**config.mk**
```make
export PLATFORM = sky130hd
export DESIGN_NAME = decode_stage
export DESIGN_NICKNAME = d
export VERILOG_FILES = /design/src/rtl/riscv_pkg.sv /design/src/rtl/decode_ctrl.sv /design/src/rtl/decode_stage.sv
export SDC_FILE = /design/constraint.sdc
export NUM_CORES = 1
export LEC_CHECK = 0
export ABC_AREA = 1
export ABC_CLOCK_PERIOD_IN_PS = 18500
export CAP_MARGIN = 20
export CORE_AREA = 2 2 156 158
export DETAILED_ROUTE_END_ITERATION = 10
export DIE_AREA = 0 0 158 160
export PLACE_DENSITY = 0.73
export SLEW_MARGIN = 0
export SYNTH_ARGS = -nofsm -noshare
export SYNTH_HDL_FRONTEND = slang
export SYNTH_SLANG_ARGS = --single-unit
```
**constraint.sdc**
```tcl
create_clock -name clk -period 18.5 [get_ports clk]
set_input_delay 4.625 -clock clk [delete_from_list [all_inputs] [get_ports clk]]
set_output_delay 4.625 -clock clk [all_outputs]
set_load 0.02 [all_outputs]
```
**src/rtl/riscv_pkg.sv**
```systemverilog
// Shared RV32I definitions: opcodes, ALU operation codes, immediate formats,
// result-source encoding and the control / ID-EX bundles used by the decode stage.
package riscv_pkg;

  localparam int XLEN = 32;

  localparam logic [6:0] OP_LOAD   = 7'b0000011;
  localparam logic [6:0] OP_STORE  = 7'b0100011;
  localparam logic [6:0] OP_RTYPE  = 7'b0110011;
  localparam logic [6:0] OP_IALU   = 7'b0010011;
  localparam logic [6:0] OP_BRANCH = 7'b1100011;
  localparam logic [6:0] OP_JAL    = 7'b1101111;
  localparam logic [6:0] OP_JALR   = 7'b1100111;
  localparam logic [6:0] OP_LUI    = 7'b0110111;
  localparam logic [6:0] OP_AUIPC  = 7'b0010111;

  typedef enum logic [3:0] {
    ALU_ADD   = 4'b0000,
    ALU_SUB   = 4'b0001,
    ALU_AND   = 4'b0010,
    ALU_OR    = 4'b0011,
    ALU_XOR   = 4'b0100,
    ALU_SLT   = 4'b0101,
    ALU_SLTU  = 4'b0110,
    ALU_SLL   = 4'b0111,
    ALU_SRL   = 4'b1000,
    ALU_SRA   = 4'b1001,
    ALU_PASSB = 4'b1010
  } alu_op_e;

  typedef enum logic [2:0] {
    IMM_I = 3'd0,
    IMM_S = 3'd1,
    IMM_B = 3'd2,
    IMM_J = 3'd3,
    IMM_U = 3'd4
  } imm_src_e;

  typedef enum logic [1:0] {
    RES_ALU = 2'b00,
    RES_MEM = 2'b01,
    RES_PC4 = 2'b10
  } result_src_e;

  typedef struct packed {
    logic        regwrite;
    logic        memwrite;
    logic        branch;
    logic        jump;
    logic        alusrc;
    logic        illegal;
    result_src_e resultsrc;
    alu_op_e     alucontrol;
    imm_src_e    immsrc;
  } ctrl_t;

  typedef struct packed {
    logic [XLEN-1:0] rd1;
    logic [XLEN-1:0] rd2;
    logic [XLEN-1:0] imm;
    logic [XLEN-1:0] pc;
    logic [XLEN-1:0] pcplus4;
    logic [4:0]      rs1;
    logic [4:0]      rs2;
    logic [4:0]      rd;
    logic            regwrite;
    logic            memwrite;
    logic            branch;
    logic            jump;
    logic            alusrc;
    logic            valid;
    logic            illegal;
    result_src_e     resultsrc;
    alu_op_e         alucontrol;
  } idex_t;

endpackage

```
**src/rtl/decode_ctrl.sv**
```systemverilog
// Combinational main decoder and ALU decoder: opcode/funct3/funct7[5] to the
// control bundle and immediate-format select.
module decode_ctrl
  import riscv_pkg::*;
(
  input  logic [6:0] op_i,
  input  logic [2:0] funct3_i,
  input  logic       funct7b5_i,
  output ctrl_t      ctrl_o
);

  logic    is_rtype;
  alu_op_e arith_op;

  assign is_rtype = (op_i == OP_RTYPE);

  // funct3-driven operation shared by R-type and I-ALU; SUB exists only for R-type
  always_comb begin
    arith_op = ALU_ADD;
    case (funct3_i)
      3'b000:  arith_op = (is_rtype && funct7b5_i) ? ALU_SUB : ALU_ADD;
      3'b001:  arith_op = ALU_SLL;
      3'b010:  arith_op = ALU_SLT;
      3'b011:  arith_op = ALU_SLTU;
      3'b100:  arith_op = ALU_XOR;
      3'b101:  arith_op = funct7b5_i ? ALU_SRA : ALU_SRL;
      3'b110:  arith_op = ALU_OR;
      default: arith_op = ALU_AND;
    endcase
  end

  always_comb begin
    ctrl_o = '0;
    ctrl_o.resultsrc  = RES_ALU;
    ctrl_o.alucontrol = ALU_ADD;
    ctrl_o.immsrc     = IMM_I;
    case (op_i)
      OP_LOAD: begin
        ctrl_o.regwrite  = 1'b1;
        ctrl_o.alusrc    = 1'b1;
        ctrl_o.resultsrc = RES_MEM;
      end
      OP_STORE: begin
        ctrl_o.memwrite = 1'b1;
        ctrl_o.alusrc   = 1'b1;
        ctrl_o.immsrc   = IMM_S;
      end
      OP_RTYPE: begin
        ctrl_o.regwrite   = 1'b1;
        ctrl_o.alucontrol = arith_op;
      end
      OP_IALU: begin
        ctrl_o.regwrite   = 1'b1;
        ctrl_o.alusrc     = 1'b1;
        ctrl_o.alucontrol = arith_op;
      end
      OP_BRANCH: begin
        ctrl_o.branch     = 1'b1;
        ctrl_o.alucontrol = ALU_SUB;
        ctrl_o.immsrc     = IMM_B;
      end
      OP_JAL: begin
        ctrl_o.regwrite  = 1'b1;
        ctrl_o.jump      = 1'b1;
        ctrl_o.resultsrc = RES_PC4;
        ctrl_o.immsrc    = IMM_J;
      end
      OP_JALR: begin
        ctrl_o.regwrite  = 1'b1;
        ctrl_o.jump      = 1'b1;
        ctrl_o.alusrc    = 1'b1;
        ctrl_o.resultsrc = RES_PC4;
      end
      OP_LUI: begin
        ctrl_o.regwrite   = 1'b1;
        ctrl_o.alusrc     = 1'b1;
        ctrl_o.alucontrol = ALU_PASSB;
        ctrl_o.immsrc     = IMM_U;
      end
      OP_AUIPC: begin
        ctrl_o.regwrite = 1'b1;
        ctrl_o.alusrc   = 1'b1;
        ctrl_o.immsrc   = IMM_U;
      end
      default: ctrl_o.illegal = 1'b1;
    endcase
  end

endmodule

```
**src/rtl/decode_stage.sv**
```systemverilog
// RV32I decode stage: register-file addressing, control decode, immediate
// extension, writeback bypass and the ID/EX pipeline register.
module decode_stage
  import riscv_pkg::*;
(
  input  logic            clk,
  input  logic            rst,
  input  logic [XLEN-1:0] instr_d,
  input  logic [XLEN-1:0] pc_d,
  input  logic [XLEN-1:0] pcplus4_d,
  input  logic            valid_d,
  input  logic            flush_e,
  input  logic            stall_e,
  output logic [4:0]      rs1_addr,
  output logic [4:0]      rs2_addr,
  input  logic [XLEN-1:0] rd1_in,
  input  logic [XLEN-1:0] rd2_in,
  input  logic            regwrite_w,
  input  logic [4:0]      rd_w,
  input  logic [XLEN-1:0] result_w,
  output logic [XLEN-1:0] rd1_e,
  output logic [XLEN-1:0] rd2_e,
  output logic [XLEN-1:0] imm_e,
  output logic [XLEN-1:0] pc_e,
  output logic [XLEN-1:0] pcplus4_e,
  output logic [4:0]      rs1_e,
  output logic [4:0]      rs2_e,
  output logic [4:0]      rd_e,
  output logic            regwrite_e,
  output logic            memwrite_e,
  output logic            branch_e,
  output logic            jump_e,
  output logic            alusrc_e,
  output logic            valid_e,
  output logic            illegal_e,
  output logic [1:0]      resultsrc_e,
  output logic [3:0]      alucontrol_e
);

  ctrl_t           ctrl;
  logic [XLEN-1:0] imm_ext;
  logic            fwd1;
  logic            fwd2;
  idex_t           idex_d;
  idex_t           idex_q;

  assign rs1_addr = instr_d[19:15];
  assign rs2_addr = instr_d[24:20];

  decode_ctrl u_ctrl (
    .op_i       (instr_d[6:0]),
    .funct3_i   (instr_d[14:12]),
    .funct7b5_i (instr_d[30]),
    .ctrl_o     (ctrl)
  );

  always_comb begin
    case (ctrl.immsrc)
      IMM_S:   imm_ext = {{20{instr_d[31]}}, instr_d[31:25], instr_d[11:7]};
      IMM_B:   imm_ext = {{20{instr_d[31]}}, instr_d[7], instr_d[30:25], instr_d[11:8], 1'b0};
      IMM_J:   imm_ext = {{12{instr_d[31]}}, instr_d[19:12], instr_d[20], instr_d[30:21], 1'b0};
      IMM_U:   imm_ext = {instr_d[31:12], 12'b0};
      default: imm_ext = {{20{instr_d[31]}}, instr_d[31:20]};
    endcase
  end

  // The register file writes on the same edge we capture, so its RD ports are stale for rd_w
  assign fwd1 = regwrite_w && (rd_w != 5'd0) && (rd_w == rs1_addr);
  assign fwd2 = regwrite_w && (rd_w != 5'd0) && (rd_w == rs2_addr);

  always_comb begin
    idex_d         = '0;
    idex_d.rd1     = fwd1 ? result_w : rd1_in;
    idex_d.rd2     = fwd2 ? result_w : rd2_in;
    idex_d.imm     = imm_ext;
    idex_d.pc      = pc_d;
    idex_d.pcplus4 = pcplus4_d;
    idex_d.rs1     = rs1_addr;
    idex_d.rs2     = rs2_addr;
    idex_d.rd      = instr_d[11:7];
    idex_d.valid   = valid_d;
    // A non-valid slot carries no control so it cannot write state downstream
    if (valid_d) begin
      idex_d.regwrite   = ctrl.regwrite;
      idex_d.memwrite   = ctrl.memwrite;
      idex_d.branch     = ctrl.branch;
      idex_d.jump       = ctrl.jump;
      idex_d.alusrc     = ctrl.alusrc;
      idex_d.illegal    = ctrl.illegal;
      idex_d.resultsrc  = ctrl.resultsrc;
      idex_d.alucontrol = ctrl.alucontrol;
    end
  end

  always_ff @(posedge clk or posedge rst) begin
    if (rst) begin
      idex_q <= '0;
    end else if (flush_e) begin
      idex_q <= '0;
    end else if (!stall_e) begin
      idex_q <= idex_d;
    end
  end

  assign rd1_e        = idex_q.rd1;
  assign rd2_e        = idex_q.rd2;
  assign imm_e        = idex_q.imm;
  assign pc_e         = idex_q.pc;
  assign pcplus4_e    = idex_q.pcplus4;
  assign rs1_e        = idex_q.rs1;
  assign rs2_e        = idex_q.rs2;
  assign rd_e         = idex_q.rd;
  assign regwrite_e   = idex_q.regwrite;
  assign memwrite_e   = idex_q.memwrite;
  assign branch_e     = idex_q.branch;
  assign jump_e       = idex_q.jump;
  assign alusrc_e     = idex_q.alusrc;
  assign valid_e      = idex_q.valid;
  assign illegal_e    = idex_q.illegal;
  assign resultsrc_e  = idex_q.resultsrc;
  assign alucontrol_e = idex_q.alucontrol;

endmodule

```
==> qor.csv <==
stage;metric;value;unit
outcome;outcome;completed;
run;MaxCap Viol Count;0;
synthesis;top post-synthesis cells by area;dfrtp_1, nand2_1, nand3_1, a22o_1, inv_1;
synthesis;top-count cell post-synth;nand2_1;
grt;GRT Overall Usage;0.235;
sta;Setup Skew;0;ns
clocking;CTS tree;done;
routing;Vias;8672;
power;Power Total;1.03;mW
setup_path;Crit path largest cell delay;0.66;ns
setup_path;R2R Path Start;imm_e[9];
worst_hold_path;hold depth;2;
floorplan;I/O pins;401;
setup_path;Worst path most repeated cell;clkdlybuf4s50_1;
setup_path;CP max FO;5;
routing;1st-iter DRT viols;618;
setup_path;crit path capture type;output pin;
clocking;maximum root-to-sink buffer count;2;
placed_design;dpl hpwl;21200;um
synthesis;cell area after synthesis;8820;sq um
synthesis;Synth async-reset ratio;1.00;
cells_and_area;share of cells above drive strength 1;0.0455;
sta;setup TNS;0;ns
floorplan;Rows;57;
sta;Fin. Hold Viols;0;
sta;count of pins over their slew limit;0;
floorplan;total core area;23800;sq um
synthesis;synth cell count leaders;nand2_1, dfrtp_1, nand3_1, inv_1, a22o_1;
sta;f_max;95.0;MHz
grt;vias in the first global route;8544;
floorplan;Die W;158;um
routing;Post-DRT Antenna Nets;0;
grt;total global routing overflow;0;
floorplan;Die Y;160;um
synthesis;syn_nets;1259;
grt;first-pass GRT wire length;46400;um
sta;# setup viols final;0;
setup_path;reg-to-reg endpoint;imm_e[9];
cells_and_area;Net count, final;1618;
routing;Pre-antenna DRT Iters;5;
setup_path;Crit path depth;2;
sta;period utilization;0.569;
clocking;CTS clk-pin slew, worst paths;0.07;ns
routing;DR vias/cell;4.95;
setup_path;critical path class;input port to output pin;
synthesis;top cell type's share of synthesized area;0.533;
power;PwrDens;75.9;nW/um^2
setup_path;crit-path leading delay family;buffers and inverters;
synthesis;sequential cell area fraction in the yosys report;0.533;
setup_path;CP Data Arrival Time;5.90;ns
setup_path;critical path endpoint;rs2_addr[4];
floorplan;die area;25300;sq um
synthesis;Ys Warns;0;
synthesis;Gate Count Post-Synth;1056;
setup_path;R2R cell count;1;
setup_path;CP bufs+invs;2;
setup_path;crit path max-delay cell type;clkdlybuf4s50_1;
synthesis;Seq cells post-synth;188;
clocking;TritonCTS Sinks;188;
worst_hold_path;Hold/Removal Path Class;register to register;
clocking;postcts setup bufs;0;
placed_design;number of port buffers;400;
synthesis;Post-synth EDFFs;0;
synthesis;syn avg cell area;8.35;sq um
synthesis;cell taking the most area after synthesis;dfrtp_1;
routing;routed wire length;30200;um
sta;RSZ-0062 raised after global routing;no;
clocking;CTS Buf Count;17;
synthesis;Distinct cells, synth;27;
clocking;post-cts hold buffer count;0;
setup_path;Reg2Reg Setup Slack;17.78;ns
cells_and_area;area delta synth->final;54.1;%
setup_path;Worst Setup SP;instr_d[24];
sta;minimum clock period;10.52;ns
power;static leakage;6.64;nW
power;Worst VDD drop;0.0510;mV
setup_path;Setup crit start kind;input port;
routing;post-DR wirelength/cell;17.2;um
clocking;cts repair resizes;0;
placed_design;Placement Setup Slack;7.99;ns
sta;Worst slew margin;0.392;
sta;Least-Margin Pin Slew;0.912;ns
setup_path;ordered cell list for the critical path;clkdlybuf4s50_1 > clkdlybuf4s50_1;
sta;Final WS setup;7.98;ns
synthesis;dominant synthesized flop cell;dfrtp_1;
floorplan;Starting Density;0.370;
clocking;H-tree depth;4;
setup_path;CP Data Required Time;13.88;ns
grt;initial antenna violation count;1;
grt;largest net degree at the start of global routing;120;
placed_design;Placer Congestion;0.876;
clocking;clock latency on the worst-skew pair;0.43;ns
clocking;clock root cell;clkbuf_16;
routing;DRC;0;
[cells by family (layout without fill, tap and decap cells)]
group | count (synthesis) | count (layout) | share of synthesized area
other | 0 | 1 | 0
flip-flops | 188 | 188 | 0.533
buffers and inverters | 201 | 573 | 0.0965
AO/OA/AOI/OAI | 102 | 102 | 0.0929
AND/OR/NAND/NOR | 561 | 561 | 0.273
XOR/XNOR | 4 | 4 | 0.00397
[per-stage QoR]
stage | instance area, sq um | utilization | hold WS, ns | instances
final | 13600 | 0.570 | 0.480 | 1753
after global routing | 13600 | 0.570 | 0.494 | 1753
after CTS | 13600 | 0.570 | 0.484 | 1752
after detailed placement | 13000 | 0.545 | 0.465 | 1720
after global placement | 13000 | 0.545 | 0.460 | 1720
after floorplan | 8820 | - | 0.589 | 1056
[layout make-up]
type	count	area, sq um
Fill cell	2192	10200
Inverter	129	492
Clock buffer	19	443
Tap cell	324	405
Antenna cell	1	2.50
Timing Repair Buffer	412	4090
Clock inverter	13	170
Multi-Input combinational cell	667	3280
Sequential cell	188	4700
[layer usage]
metal / GRT usage / routed length, um
met2: 0.383 / 14100
met5: 0 / 0
met1: 0.296 / 12300
met3: 0.0624 / 2650
met4: 0.0991 / 1130
[state kept, by name (all words and copies together) (netlist names), 2 cells and up]
name / flops
alucontrol_e: 4
imm_e: 32
pc_e: 32
pcplus4_e: 32
rd1_e: 32
rd2_e: 32
rd_e: 5
resultsrc_e: 2
rs1_e: 5
rs2_e: 5
[power breakdown]
group / switching (mW) / total [mW] / internal [mW]
clock network: 0.183 / 0.383 / 0.199
registers: 0.0127 / 0.446 / 0.433
logic: 0.105 / 0.203 / 0.0977
[placed cells by master, fill, tap and decap left out]
cell	instances
clkdlybuf4s50_1	400
nand2_1	351
dfrtp_1	188
nand3_1	165
inv_1	122
a22o_1	73
o21ai_0	18
clkbuf_16	17
nor2_1	16
nand4_1	13
buf_4	12
nor2_2	7
inv_2	6
a32o_1	6
inv_8	6
nor2_4	4
xor2_1	4
inv_6	3
clkinv_8	3
a21oi_1	2
diode_2	1
nand2_4	1
nand2_2	1
nand3_2	1
nand3_4	1
o22ai_1	1
o211ai_1	1
nor3_1	1
a31oi_1	1
clkbuf_8	1
clkinv_4	1
bufinv_16	1
clkbuf_1	1
[how the worst min path moves through the flow]
stage	from	end
2_1_floorplan	illegal_e	illegal_e
3_3_place_gp	rd1_e[31]	rd1_e[31]
3_5_place_dp	imm_e[29]	imm_e[29]
4_1_cts	imm_e[29]	imm_e[29]
5_1_grt	rd1_e[19]	rd1_e[19]
6_report	rd1_e[2]	rd1_e[2]
(Power assumes the default switching activity.)
